`src/rtl/gray_decoder_pkg.sv`:
```
// Shared definitions for the Gray-code receiver: state encodings, default
// widths and a Gray-to-binary helper.
`default_nettype none

package gray_decoder_pkg;

    localparam int DEFAULT_WIDTH  = 3;
    localparam int DEFAULT_WRAP_W = 8;

    typedef enum logic [1:0] {
        ST_UNLOCKED = 2'b00,
        ST_LOCKED   = 2'b01,
        ST_RESYNC   = 2'b10
    } state_e;

    // Converts the low 'width' bits of g; bits above 'width' must be zero.
    function automatic logic [31:0] g2b(input logic [31:0] g, input int unsigned width);
        logic [31:0] b;
        logic        acc;
        b   = '0;
        acc = 1'b0;
        for (int i = 31; i >= 0; i--) begin
            if (i < int'(width)) begin
                acc  = acc ^ g[i];
                b[i] = acc;
            end
        end
        return b;
    endfunction

endpackage : gray_decoder_pkg

`default_nettype wire

```
`src/rtl/gray_decoder_gray2bin.sv`:
```
// Parameterised combinational Gray-to-binary converter.
`default_nettype none

module gray_decoder_gray2bin #(
    parameter int WIDTH = 3
) (
    input  logic [WIDTH-1:0] i_gray,
    output logic [WIDTH-1:0] o_binary
);

    // Each binary bit is the XOR of all Gray bits at or above it.
    for (genvar i = 0; i < WIDTH; i++) begin : g_bit
        assign o_binary[i] = ^i_gray[WIDTH-1:i];
    end

endmodule : gray_decoder_gray2bin

`default_nettype wire

```
`src/rtl/gray_decoder.sv`:
```
// Gray-code bus receiver: converts to binary, checks single-step forward
// progress, reports wraps and illegal transitions, re-locks automatically.
`default_nettype none

module gray_decoder
    import gray_decoder_pkg::*;
#(
    parameter int WIDTH  = DEFAULT_WIDTH,
    parameter int WRAP_W = DEFAULT_WRAP_W
) (
    input  logic              Clk,
    input  logic              Reset,
    input  logic              Valid,
    input  logic [WIDTH-1:0]  GrayIn,
    input  logic              Clear,
    output logic [WIDTH-1:0]  Binary,
    output logic              Locked,
    output logic              Overflow,
    output logic              Error,
    output logic              ErrSticky,
    output logic [WRAP_W-1:0] WrapCount
);

    localparam logic [WIDTH-1:0]  C_BIN_ONE  = {{(WIDTH-1){1'b0}}, 1'b1};
    localparam logic [WRAP_W-1:0] C_WRAP_ONE = {{(WRAP_W-1){1'b0}}, 1'b1};

    state_e              state_q,      state_d;
    logic [WIDTH-1:0]    binary_q,     binary_d;
    logic                overflow_q,   overflow_d;
    logic                error_q,      error_d;
    logic                err_sticky_q, err_sticky_d;
    logic [WRAP_W-1:0]   wrap_count_q, wrap_count_d;

    logic [WIDTH-1:0]    w_sample_bin;
    logic [WIDTH-1:0]    w_next_expected;
    logic                w_is_step;
    logic                w_is_hold;
    logic                w_at_max;
    logic                w_wrap_event;

    gray_decoder_gray2bin #(
        .WIDTH (WIDTH)
    ) u_gray2bin (
        .i_gray   (GrayIn),
        .o_binary (w_sample_bin)
    );

    assign w_next_expected = binary_q + C_BIN_ONE;
    assign w_is_step       = (w_sample_bin == w_next_expected);
    assign w_is_hold       = (w_sample_bin == binary_q);
    assign w_at_max        = &binary_q;

    always_comb begin
        state_d      = state_q;
        binary_d     = binary_q;
        overflow_d   = 1'b0;
        error_d      = 1'b0;
        w_wrap_event = 1'b0;

        case (state_q)
            ST_UNLOCKED: begin
                if (Valid) begin
                    binary_d = w_sample_bin;
                    state_d  = ST_LOCKED;
                end
            end
            ST_LOCKED: begin
                if (Valid && !w_is_hold) begin
                    binary_d = w_sample_bin;
                    if (w_is_step) begin
                        if (w_at_max) begin
                            overflow_d   = 1'b1;
                            w_wrap_event = 1'b1;
                        end
                    end else begin
                        error_d = 1'b1;
                        state_d = ST_RESYNC;
                    end
                end
            end
            ST_RESYNC: begin
                // Only the first illegal step pulses Error; stay here until a clean step.
                if (Valid && !w_is_hold) begin
                    binary_d = w_sample_bin;
                    if (w_is_step) begin
                        state_d = ST_LOCKED;
                    end
                end
            end
            default: begin
                state_d = ST_UNLOCKED;
            end
        endcase
    end

    always_comb begin
        err_sticky_d = err_sticky_q;
        wrap_count_d = wrap_count_q;

        // Clear beats a same-cycle wrap, but a same-cycle Error still sets the sticky bit.
        if (Clear) begin
            err_sticky_d = 1'b0;
            wrap_count_d = '0;
        end else if (w_wrap_event && !(&wrap_count_q)) begin
            wrap_count_d = wrap_count_q + C_WRAP_ONE;
        end

        if (error_d) begin
            err_sticky_d = 1'b1;
        end
    end

    always_ff @(posedge Clk or negedge Reset) begin
        if (!Reset) begin
            state_q      <= ST_UNLOCKED;
            binary_q     <= '0;
            overflow_q   <= 1'b0;
            error_q      <= 1'b0;
            err_sticky_q <= 1'b0;
            wrap_count_q <= '0;
        end else begin
            state_q      <= state_d;
            binary_q     <= binary_d;
            overflow_q   <= overflow_d;
            error_q      <= error_d;
            err_sticky_q <= err_sticky_d;
            wrap_count_q <= wrap_count_d;
        end
    end

    assign Binary    = binary_q;
    assign Locked    = (state_q == ST_LOCKED);
    assign Overflow  = overflow_q;
    assign Error     = error_q;
    assign ErrSticky = err_sticky_q;
    assign WrapCount = wrap_count_q;

endmodule : gray_decoder

`default_nettype wire

```
`config.mk`:
```
export PLATFORM = sky130hd
export DESIGN_NAME = gray_decoder
export DESIGN_NICKNAME = d
export VERILOG_FILES = /design/src/rtl/gray_decoder_pkg.sv /design/src/rtl/gray_decoder_gray2bin.sv /design/src/rtl/gray_decoder.sv
export SDC_FILE = /design/constraint.sdc
export NUM_CORES = 1
export LEC_CHECK = 0
export ABC_AREA = 1
export CORE_MARGIN = 10
export CORE_UTILIZATION = 40
export CTS_BUF_LIST = sky130_fd_sc_hd__clkbuf_16
export DETAILED_ROUTE_END_ITERATION = 8
export GPL_ROUTABILITY_DRIVEN = 0
export PLACE_DENSITY = 0.68
export SLEW_MARGIN = 0
export SYNTH_ARGS = -nofsm -noshare
export SYNTH_HDL_FRONTEND = slang
export SYNTH_SLANG_ARGS = --single-unit
```
`constraint.sdc`:
```
create_clock -name Clk -period 1.8 [get_ports Clk]
set_input_delay 0.54 -clock Clk [delete_from_list [all_inputs] [get_ports Clk]]
set_output_delay 0.54 -clock Clk [all_outputs]
set_load 0.02 [all_outputs]
```
# After elaboration in Yosys (flattened, before gate mapping)
# Index checks and enable logic that the tools add are counted.
dict set report word_totals {
  word_cells 53
  regBits 16
  output_inout_bits 15
}
dict set report op_classes {
  eq_ne 10
  n_mux 20
  n_addsub 2
  n_reduce_logical 15
}
# op n
set ops {}
lappend ops {{2-to-1 mux 8 bit} 2}
lappend ops {{2-to-1 mux 2 bit} 5}
lappend ops {{2-to-1 mux 1 bit} 9}
lappend ops {{adder 8 x 1 -> 8 bit (second input constant)} 1}
lappend ops {{inequality test 2 bit (second input constant)} 4}
lappend ops {{AND reduction 8 bit} 1}
lappend ops {{equality test 3 bit} 2}
lappend ops {{2-to-1 mux 3 bit} 2}
lappend ops {{case mux 2 bit (3 select lines)} 1}
lappend ops {{case mux 3 bit (2 select lines)} 1}
lappend ops {{AND reduction 3 bit} 2}
lappend ops {{nonzero test 2 bit} 3}
lappend ops {{AND reduction 5 bit} 1}
lappend ops {{inequality test 2 x 1 -> 1 bit (second input constant)} 2}
lappend ops {{adder 3 x 1 -> 3 bit (second input constant)} 1}
lappend ops {{parity 3 bit} 1}
lappend ops {{equality test 2 x 1 -> 1 bit (second input constant)} 1}
lappend ops {{equality test 2 bit (second input constant)} 1}
lappend ops {{logical AND 1 bit} 2}
lappend ops {{logical NOT 1 bit} 2}
lappend ops {{logical NOT 2 bit} 1}
lappend ops {{OR reduction 2 bit} 1}
lappend ops {{parity 2 bit} 1}

# Logic depth before layout (Yosys ltp)
# Gate-level depths: netlist of run 1.
dict set report logic_depth {
  ltp_word 9
  ltp_mapped 12
  mapped_depth_nobuf 12
}

# Cells and area by module
# A second synthesis of run 1 with hierarchy kept.
dict set report unflattened {
  cells_unflattened 159
  area_unflattened_um2 1183.6
}
# mod seq_area_each_um2 cells_each area_per_inst_um2 n_inst
set by_module_without_submodules {}
lappend by_module_without_submodules {gray_decoder 400.4 147 1132.3 1}
lappend by_module_without_submodules {gray_decoder_gray2bin 0.0 12 51.3 1}

# Worst setup path after synthesis of run 1
# OpenSTA, ideal clock, no wires.
dict set report synth_path {
  path_kind {reg-to-reg}
  startpoint {register binary_q[0], in the netlist Binary[0]}
  endpoint {register wrap_count_q[4], in the netlist WrapCount[4]}
  required_ns 1.734
  setup_slack_ns 0.036
  path_stages_with_launch 11
  t_arrival_ns 1.698
  cell_sequence {dfrtp_1 > ha_1 > ha_1 > xor2_1 > nor2_2 > nand2_2 > inv_2 > nand3_4 > nand2_4 > nand2_1 > nand2_1}
}
dict set report synth_between {
  elab_chain_len 7
}
# item line_no
set synth_lines {}
lappend synth_lines {{from (decl)} gray_decoder.sv:28} ;# logic [WIDTH-1:0] binary_q, binary_d;
lappend synth_lines {{from (signal assigned)} gray_decoder.sv:123} ;# binary_q <= binary_d;
lappend synth_lines {{adder 3 x 1 -> 3 bit (tied with other cells)} gray_decoder.sv:48} ;# assign w_next_expected = binary_q + C_BIN_ONE;
lappend synth_lines {{equality test 3 bit (tied with other cells)} gray_decoder.sv:49} ;# assign w_is_step = (w_sample_bin == w_next_expected);
lappend synth_lines {{2-to-1 mux 1 bit / logical AND 1 bit (equally long branches)} {gray_decoder.sv:70, gray_decoder.sv:68}}
lappend synth_lines {{2-to-1 mux 1 bit (*)} gray_decoder.sv:68} ;# if (Valid && !w_is_hold) begin
lappend synth_lines {{2-to-1 mux 1 bit (*)} gray_decoder.sv:60} ;# case (state_q)
lappend synth_lines {{logical AND 1 bit (*)} gray_decoder.sv:104} ;# end else if (w_wrap_event && !(&wrap_count_q)) begin
lappend synth_lines {{nonzero test 2 bit (no source line) (*)} --}
lappend synth_lines {{to (signal assigned)} gray_decoder.sv:127} ;# wrap_count_q <= wrap_count_d;
lappend synth_lines {{to (decl)} gray_decoder.sv:32} ;# logic [WRAP_W-1:0] wrap_count_q, wrap_count_d;
# Every way passes the cells marked *; elsewhere a longest branch is shown, timed or not.
# A chain may end at the register's enable or synchronous reset.

# Final worst setup path of run 1
dict set report layout_path {
  startpoint {register wrap_count_q[4], in the netlist WrapCount[4]}
  endpoint {output WrapCount[4]}
}
# item line_no
set layout_lines {}
lappend layout_lines {{to (decl)} gray_decoder.sv:21} ;# output logic [WRAP_W-1:0] WrapCount
# No word-level cell between the ends.

==> results of run 1 <==
-- cell families (layout without fill, tap and decap cells) --
kind of cell	count (synthesis)	count (layout)
simple gates	89	90
buf+inv	21	60
flops	16	16
fa+ha+maj	7	7
compound gates	7	7
xor+xnor	6	6
-- final cells by class --
cell class	count	share of cell area
repair buffers	37	0.2013
inverters	20	0.04855
multi-input cells	110	0.4291
well taps	30	0.02349
clock buffers	3	0.04699
flip-flops and latches	16	0.2506
-- what timing repair did --
item                       in CTS  in global routing
setup buffers                   0                  2
gates cloned                    1                  0
setup endpoints to repair      23                 14
pin swaps                       3                  9
resized for setup              12                 28
-- power breakdown --
group	total [W]	switching, W	internal (W)
combinational	0.000988	0.000556	0.000432
clock	0.000420	0.000129	0.000291
sequential	0.000497	0.0000610	0.000436
-- cell usage after synthesis, types with 2 or more instances --
cell | count | share of area
xnor2_1 | 2 | 0.016
ha_1 | 7 | 0.082
inv_2 | 2 | 0.0071
xor2_1 | 4 | 0.033
nand3_1 | 17 | 0.080
o21ai_0 | 5 | 0.024
inv_1 | 17 | 0.060
nor2_1 | 14 | 0.049
dfrtp_1 | 16 | 0.38
nand2_2 | 3 | 0.018
nor3_1 | 4 | 0.019
nand2_1 | 45 | 0.16
-- how the worst min path moves through the flow --
stage | cells past startpoint | endpoint
3_3_place_gp | 2 | ErrSticky
2_1_floorplan | 0 | Binary[0]
6_report | 2 | ErrSticky
3_5_place_dp | 2 | ErrSticky
5_1_grt | 2 | ErrSticky
4_1_cts | 2 | ErrSticky
-- layer usage --
layer  routed length, um  track usage
met1                1144       0.1086
met2                1298       0.1637
met3                 147      0.03030
met4                  29      0.02581
met5                   0            0
-- state kept, by name (all words and copies together), names as in the netlist --
signal	count
Binary	3
ErrSticky	1
Error	1
Overflow	1
WrapCount	8
state_q	2
-- per-stage QoR --
step                      setup TNS (ns)  utilization  instances  hold WS (ns)
after CTS                              0       0.5926        214        0.5014
after global placement            -4.406       0.5646        210        0.4826
after global routing             -0.2948       0.6391        216        0.5466
after floorplan                        0            -        146        0.2444
final                                  0       0.6391        216        0.4893
after detailed placement          -5.452       0.5646        210        0.4895
==> metrics.md, run 1 <==
| Metric | Value |
|---|---|
| Status | `finished clean` |
| Setup repair after global routing missed its margin | `yes` |
| Minimum clock period after layout | `between 1.5 and 2 ns` |
| Number of buffers and inverters on the critical path | `1` |
| Length in cells of the worst reg-to-reg path | `10` |
| Initial antenna violation count | `0` |
| Required @ worst endpoint | `1.26 ns` |
| Cell area after layout | `1598 sq um` |
| Most instantiated flip-flop cell in the synthesis netlist | `dfrtp_1` |
| Arrival time worst endpoint | `1.23 ns` |
| I/O Buffers | `21` |
| Via count of the first global-routing pass | `roughly 1.0k` |
| Post-synthesis share of cell area spent on full adders, half adders and majority gates | `0.08245` |
| Syn-to-layout area delta | `50.41%` |
| Drt wl/cell | `12.13 um` |
| Deepest level of the CTS H-tree | `1` |
| Hold Startpoint | `ErrSticky` |
| Gate Count Post-Synth | `~150` |
| DIE HEIGHT | `71.54 um` |
| Average vias per placed instance | `between 4 and 5` |
| Terminus of the critical flop-to-flop path | `WrapCount[5]` |
| Hold Vio Cnt, Final | `0` |
| Worst skew pair latency | `0.24 ns` |
| Average size of a mapped cell | `7.276 sq um` |
| Pins Over Slew Limit | `0` |
| Synth Area in Compound Gates | `0.03651` |
| Beginning of the worst register-to-register path | `WrapCount[0]` |
| Std cell rows | `18` |
| Sink Count | `16` |
| Setup ws final | `0.02873 ns` |
| Worst setup path endpoint | `WrapCount[4]` |
| Commonest non-fill, non-tap cell in the layout | `nand2_1` |
| Number of endpoints failing setup at the final stage | `0` |
| Initial detailed-routing violation count | `about 100` |
| Floorplan Core Area | `2500 sq um` |
| Share of cell area taken by muxes after synthesis | `0` |
| Die area | `5117 sq um` |
| Max frequency | `564.6 MHz` |
| Post-Synth Simple-Gate Area | `0.3804` |
| CP max FO | `3` |
| Maximum vdd drop | `0.0007910 V` |
| Final global-route overflow total | `0` |
| Count of inserted antenna diode cells | `0` |
| Number of synthesis warnings | `0` |
| Global-route wire length before repair | `4.181 mm` |
| ANT nets after route | `0` |
| Transition time at the pin with the least slew margin | `0.3606 ns` |
| Via count of the routed design | `1050` |
| Drt total wl | `approximately 2.6 mm` |
| Largest net degree at the start of global routing | `17` |
| Worst stage delay on the critical path | `0.62 ns` |
| Global routing usage summed across all routing layers | `0.09465` |
| Total of hold buffers inserted after clock tree synthesis | `0` |
| Netlist area before placement | `between 1000 and 1500 sq um` |
| IO Pins | `22` |
| Cell-by-cell trace of the critical path | `clkdlybuf4s50_1` |
| Number of fillers in the final layout | `approximately 230` |
| Storage cell area | `~400 sq um` |
| Count of state elements after synthesis | `16` |
| Category of the worst setup path launch point | `register` |
| Path class of the lowest-slack min-delay path | `reg2reg` |
| Top delay family on crit path | `buffers and inverters` |
| Clock transition at path regs | `about 0.050 ns` |
| Effective utilization at floorplan | `0.4249` |
| Largest family of logic cells by synthesized area | `simple AND/OR/NAND/NOR gates` |
| Number of flops mapped to enable cells by yosys | `0` |
| Clock tree from TritonCTS | `yes` |
| Fraction of final layout cells with drive strength greater than 1 | `0.2688` |
| Max-capacitance violation count | `0` |
| Async SR Flop Fraction | `1.000` |
| Total half-perimeter wirelength after legalization and detailed placement | `1.888 mm` |
| Mapped Nets | `160` |
| Portion of the post-synthesis area used by sequential elements | `0.3769` |
| Category of the most critical setup path | `reg2out` |
| Leakage | `a little under 0.9 nW` |
| Power density of the placed cells | `1192 nW/um^2` |
| CTS root buffer | `clkbuf_16` |
| Number of remaining DRC errors | `0` |
| Final setup skew | `0.002469 ns` |
| Net count reported at finish | `202` |
| Pre-CTS setup slack | `-0.3877 ns` |
| Post-synthesis xor/xnor area fraction | `0.04947` |
| Startpoint of the worst setup timing path | `WrapCount[4]` |
| Most used cells in the layout excluding fill and tap cells | `nand2_1, dfrtp_1, buf_4` |
| Horizontal die dimension | `71.54 um` |
| Critical Path Slowest Stage Cell | `clkdlybuf4s50_1` |
| Drt pass-1 iters | `7` |
| CTS Buf Count | `3` |
| Post-route total power | `0.001904 W` |
| Placement-stage cell area | `1411 sq um` |
| Bufs on Longest Clock Path | `2` |
| Worst max-slew margin expressed relative to the limit | `0.7577` |
| Synth unique cells | `22` |
| Fin crit share | `0.9840` |
| Setup slack on the worst flop-to-flop path | `0.07 ns` |
| Area of combinational cells with multiple inputs | `approximately 690 sq um` |
| Worst Setup End Kind | `output port` |
| Stages on the worst setup path | `1` |
Note: power is estimated with default switching activity, not from simulation.
==> inputs of run 2 (changes only) <==
Settings changed: CTS_CLUSTER_DIAMETER from default to 60, PLACE_DENSITY 0.68 to default, SYNTH_HIERARCHICAL from default to 1.
==> metrics.md, run 2 <==
| Metric | Value |
|---|---|
| Status | `finished clean` |
| Leakage | `around 0.94 nW` |
| Total of hold buffers inserted after clock tree synthesis | `0` |
| Setup repair after global routing missed its margin | `yes` |
| Final global-route overflow total | `0` |
| Number of fillers in the final layout | `264` |
| Netlist area before placement | `1184 sq um` |
| Initial antenna violation count | `0` |
| Via count of the routed design | `1146` |
| Category of the most critical setup path | `reg2reg` |
| Number of synthesis warnings | `6` |
| Number of endpoints failing setup at the final stage | `0` |
| Worst Setup End Kind | `register` |
| Top-area cell type share of the netlist area | `0.3383` |
| DIE HEIGHT | `74.40 um` |
| ANT nets after route | `0` |
| Initial detailed-routing violation count | `27` |
| Global routing usage summed across all routing layers | `0.1141` |
| Hold Path Sink | `ErrSticky` |
| Storage cell area | `402.9 sq um` |
| Setup ws final | `0.04140 ns` |
| Number of instances on the worst hold path | `2` |
| Path class of the lowest-slack min-delay path | `reg2reg` |
| Largest net degree at the start of global routing | `18` |
| Number of standard cells in the layout, taps in and fillers out | `231` |
| Clock transition at path regs | `0.05 ns` |
| Global-route wire length before repair | `5.078 mm` |
| Arrival time worst endpoint | `roughly 1.9 ns` |
| Pre-CTS setup slack | `-0.5307 ns` |
| Transition time at the pin with the least slew margin | `0.5272 ns` |
| Area of combinational cells with multiple inputs | `about 770 sq um` |
| Pins Over Slew Limit | `0` |
| Final design utilization | `0.6113` |
| Beginning of the worst register-to-register path | `Binary[1]` |
| Stages on the worst setup path | `11` |
| Cell type contributing the most total cell area after synthesis | `dfrtp_1` |
| CTS Buf Count | `3` |
| Most frequent cell after synthesis | `nand2_1` |
| Critical Path Slowest Stage Cell | `dfrtp_2` |
| Fraction of final layout cells with drive strength greater than 1 | `0.3650` |
| Average vias per placed instance | `4.961` |
| Final setup skew | `0.001231 ns` |
| Drt wl/cell | `12.53 um` |
| Std cell rows | `19` |
| Leading cell types by total area after synthesis | `dfrtp_1, nand2_1, ha_1, nand4_1, inv_1` |
| Worst max-slew margin expressed relative to the limit | `0.6470` |
| Via count of the first global-routing pass | `1143` |
| Most instantiated flip-flop cell in the synthesis netlist | `dfrtp_1` |
| CP max FO | `8` |
| Max frequency | `568.6 MHz` |
| Count of state elements after synthesis | `16` |
| Async SR Flop Fraction | `1.000` |
| Bufs on Longest Clock Path | `2` |
| Cell-by-cell trace of the critical path | `ha_4, ha_4, inv_2, nand2_2, nand2_2, nor2_4, nand3b_4, nor2_8, nand2_8, nand3_1, nand2_1` |
| Syn-to-layout area delta | `43.66%` |
| Terminus of the critical flop-to-flop path | `WrapCount[6]` |
| Gate Count Post-Synth | `159` |
| Effective utilization at floorplan | `0.4256` |
| Clock tree from TritonCTS | `yes` |
| Mapped Nets | `172` |
| Hold Startpoint | `ErrSticky` |
| Most used cells in the layout excluding fill and tap cells | `nand2_1, buf_4, inv_1, nand2_2, dfrtp_1` |
| Length in cells of the worst reg-to-reg path | `11` |
| Floorplan Core Area | `2781 sq um` |
| Count of inserted antenna diode cells | `0` |
| Maximum vdd drop | `0.001043 V` |
| Flip-flop count of the largest register after layout | `8` |
| Worst stage delay on the critical path | `about 0.42 ns` |
| Category of the worst setup path launch point | `register` |
| Synth unique cells | `26` |
| Number of flops mapped to enable cells by yosys | `0` |
| Commonest non-fill, non-tap cell in the layout | `nand2_1` |
| Required @ worst endpoint | `1.93 ns` |
| IO Pins | `22` |
| Number of buffers and inverters on the critical path | `1` |
| Portion of the post-synthesis area used by sequential elements | `0.3383` |
| Most frequent cells after synthesis | `nand2_1, inv_1, dfrtp_1` |
| Net count reported at finish | `214` |
| Top delay family on crit path | `simple AND/OR/NAND/NOR gates` |
| Die area | `5535 sq um` |
| Minimum clock period after layout | `1.759 ns` |
| CTS root buffer | `clkbuf_16` |
| Hold Vio Cnt, Final | `0` |
| Deepest level of the CTS H-tree | `1` |
| Total half-perimeter wirelength after legalization and detailed placement | `2.202 mm` |
| Horizontal die dimension | `74.40 um` |
| Average size of a mapped cell | `approximately 7.4 sq um` |
| Worst skew pair latency | `0.24 ns` |
| Drt pass-1 iters | `4` |
| Final hold slack | `between 0.4 and 0.5 ns` |
| Number of remaining DRC errors | `0` |
| Sink Count | `16` |
| Setup slack on the worst flop-to-flop path | `~0.041 ns` |
| Max-capacitance violation count | `0` |
| Drt total wl | `2.894 mm` |
| I/O Buffers | `21` |
| Fin crit share | `0.9770` |
| Total placed cells including tap cells | `223` |
| Power density of the placed cells | `around 1200 nW/um^2` |
[run 2: worst max path at each step]
stage | start | to | slack, ns
after floorplan | Binary[0] | WrapCount[7] | 0.009
after global placement | GrayIn[2] | WrapCount[4] | -0.49
after detailed placement | GrayIn[2] | WrapCount[4] | -0.53
after CTS | Binary[1] | WrapCount[4] | 0.0004
after global routing | Binary[1] | WrapCount[2] | -0.06
final | Binary[1] | WrapCount[6] | 0.04
[run 2: kinds of logic (layout without fill, tap and decap cells)]
kind of cell / after synthesis / count (layout) / share of synthesized area
adder cells (fa/ha/maj): 6 / 6 / 0.06342
AO/OA/AOI/OAI: 5 / 5 / 0.02325
AND/OR/NAND/NOR: 103 / 104 / 0.4704
buffers and inverters: 27 / 67 / 0.08985
flip-flops: 16 / 16 / 0.3383
XOR/XNOR: 2 / 2 / 0.01480
[run 2: through the flow]
stage	TNS (ns)	total power, W	cell area [sq um]
global placement	-6.775	0.001511	1553
finish	0	0.001996	1700
CTS	0	0.001981	1668
global route	-0.3758	0.002195	1700
detailed placement	-7.432	0.001540	1553
floorplan	0	0.001159	1211
[run 2: repair_timing]
action,4_1_cts,5_1_grt
endpoints found under the hold margin,0,0
buffers inserted,1,2
endpoints found under the setup margin,25,16
gates resized for setup,24,22
gates cloned,1,0
pin swaps,9,7
[run 2: worst min-delay path: cells and delay by family, from the launching register on]
| kind | cells | cell delay [ns] |
|---|---|---|
| flip-flops | 1 | 0.34 |
| AND/OR/NAND/NOR | 2 | 0.11 |
[run 2: cell type report]
class                      instances  area share
timing repair buffer              38      0.1840
inverter                          25     0.05519
sequential                        16      0.2369
multi-input combinational        117      0.4547
clock inverter                     1    0.002208
tap                               31     0.02281
clock buffer                       3     0.04415
[run 2: per-layer routing]
| layer | wire, um | track usage |
|---|---|---|
| met5 | 0 | 0 |
| met4 | 78 | 0.05894 |
| met1 | 1227 | 0.1339 |
| met3 | 124 | 0.01596 |
| met2 | 1463 | 0.1962 |
[run 2: report_power, final]
group	leakage (nW)	internal [W]	switching, W
Clock	0.0385	0.000295	0.000137
Sequential	0.212	0.000441	0.0000684
Combinational	0.687	0.000457	0.000598
==> inputs of run 3 (changes only) <==
Settings changed: CORE_MARGIN 10 to default.
==> metrics.md, run 3 (synthesis results as in run 2) <==
| Metric | Value |
|---|---|
| Cell area after layout | `~1700 sq um` |
| Required @ worst endpoint | `a little under 2 ns` |
| Number of fillers in the final layout | `267` |
| Final setup skew | `0.005596 ns` |
| I/O Buffers | `21` |
| Std cell rows | `19` |
| Setup TNS | `0 ns` |
| Met3 track demand over resource | `0.01613` |
| Fin crit share | `0.9970` |
| Cell-by-cell trace of the critical path | `ha_4, ha_4, inv_2, nand2_2, nand2_2, nor2_4, nand3b_4, nor2_8, nand2_8, nand3_1, nand2_1` |
| Initial antenna violation count | `0` |
| Initial detailed-routing violation count | `27` |
| Max frequency | `557.2 MHz` |
| Met1 track utilization from global routing | `0.2154` |
| Fraction of final layout cells with drive strength greater than 1 | `0.3116` |
| Worst stage delay on the critical path | `0.43 ns` |
| Total placed cells including tap cells | `roughly 220` |
| Number of buffers and inverters on the critical path | `1` |
| Effective utilization at floorplan | `0.4256` |
| Top delay family on crit path | `simple AND/OR/NAND/NOR gates` |
| Pre-CTS setup slack | `-0.5617 ns` |
| Arrival time worst endpoint | `just under 2 ns` |
| Die area | `~3200 sq um` |
| Most used cells in the layout excluding fill and tap cells | `nand2_1, inv_1, buf_4` |
| Bufs on Longest Clock Path | `2` |
| Count of inserted antenna diode cells | `0` |
| Number of standard cells in the layout, taps in and fillers out | `230` |
| CTS root buffer | `clkbuf_16` |
| Category of the worst setup path launch point | `register` |
| Deepest level of the CTS H-tree | `1` |
| Category of the most critical setup path | `reg2reg` |
| Storage cell area | `402.9 sq um` |
| Minimum clock period after layout | `1.795 ns` |
| Number of endpoints failing setup at the final stage | `0` |
| Global-route wire length before repair | `4.478 mm` |
| Placement-stage cell area | `~1500 sq um` |
| Floorplan Core Area | `2781 sq um` |
| Average vias per placed instance | `roughly 5` |
| Final global-route overflow total | `0` |
| Leakage | `0.9562 nW` |
| Flip-flop count of the largest register after layout | `8` |
| Setup repair after global routing missed its margin | `yes` |
| CP max FO | `8` |
| Maximum vdd drop | `0.0009337 V` |
| Commonest non-fill, non-tap cell in the layout | `nand2_1` |
| Largest net degree at the start of global routing | `18` |
| Via count of the routed design | `1144` |
| Total half-perimeter wirelength after legalization and detailed placement | `between 2 and 2.5 mm` |
| Power density of the placed cells | `approximately 1200 nW/um^2` |
| Busiest grt layer | `met2` |
| Drt wl/cell | `11.33 um` |
| Area of combinational cells with multiple inputs | `734.5 sq um` |
| Setup ws final | `0.005414 ns` |
| Via count of the first global-routing pass | `1065` |
| Number of remaining DRC errors | `0` |
| Met2 routing resource usage after global routing | `0.3248` |
| Net count reported at finish | `roughly 210` |
| Path class of the lowest-slack min-delay path | `reg2reg` |
| Syn-to-layout area delta | `41.65%` |
| Hold Vio Cnt, Final | `0` |
| Global routing usage summed across all routing layers | `0.1759` |
| Total of hold buffers inserted after clock tree synthesis | `0` |
| Transition time at the pin with the least slew margin | `0.5298 ns` |
| Clock transition at path regs | `0.05 ns` |
| Post-route total power | `around 0.0020 W` |
| ANT nets after route | `0` |
| IO Pins | `22` |
| CTS Buf Count | `3` |
| DIE HEIGHT | `roughly 56 um` |
| Status | `finished clean` |
| Drt total wl | `2.605 mm` |
| Critical Path Slowest Stage Cell | `dfrtp_2` |
| Worst max-slew margin expressed relative to the limit | `0.6452` |
| Pins Over Slew Limit | `0` |
| Clock tree from TritonCTS | `yes` |
| Drt pass-1 iters | `4` |
| Worst skew pair latency | `0.24 ns` |
| Sink Count | `16` |
| Worst Setup End Kind | `register` |
| Max-capacitance violation count | `0` |
| Horizontal die dimension | `56.40 um` |
## run 3: cell count changes in the layout (fill, tap and decap cells not counted), sizes merged
cell	change
buf	-1
clkbuf	-1
clkdlybuf4s15	+2
clkdlybuf4s50	-1
dlymetal6s2s	+1
nor2	-1
## run 3: worst paths after layout
kind	end	slack [ns]	depth (start not counted)	start
setup / recovery	WrapCount[4]	0.005	11	Binary[1]
setup reg to reg	WrapCount[4]	0.005	11	Binary[1]
max in group asynchronous	Binary[0]	0.98	2	Reset
hold reg to reg	ErrSticky	0.49	2	ErrSticky
hold / removal	ErrSticky	0.49	2	ErrSticky
min in group asynchronous	WrapCount[5]	0.62	2	Reset
## run 3: area by class of cell
cell class              count  share of cell area
multi-input cells         116              0.4381
flip-flops and latches     16              0.2403
repair buffers             38              0.1955
inverters                  25             0.05597
clock buffers               3             0.04478
well taps                  31             0.02313
clock inverters             1            0.002239
## run 3: worst min-delay path, cell delays in order, from the launching register on
cell and delay, ns:
dfrtp_1 0.35, nand2_1 0.05, nand2_1 0.05
## run 3: report_power, final
part | switching (W) | internal, W
Sequential | 0.0000711 | 0.000441
Combinational | 0.000569 | 0.000444
Clock | 0.000132 | 0.000294
Total | 0.000772 | 0.00118
## run 3: timing repair
action                     CTS  global route
resized for setup           20            15
pin swaps                    7             8
setup endpoints to repair   25            13
buffers inserted             3             2
## run 3: metal layers
layer  part of all wire  wire length (um)
met2               0.54              1396
met3              0.031                82
met1               0.42              1106
met4             0.0073                19
met5                  0                 0
## run 3: through the flow
step | hold slack, ns | utilization
2_1_floorplan | 0.2444 | -
3_3_place_gp | 0.4702 | 0.5529
3_5_place_dp | 0.4809 | 0.5529
4_1_cts | 0.4944 | 0.5906
5_1_grt | 0.4967 | 0.6028
6_report | 0.4852 | 0.6028
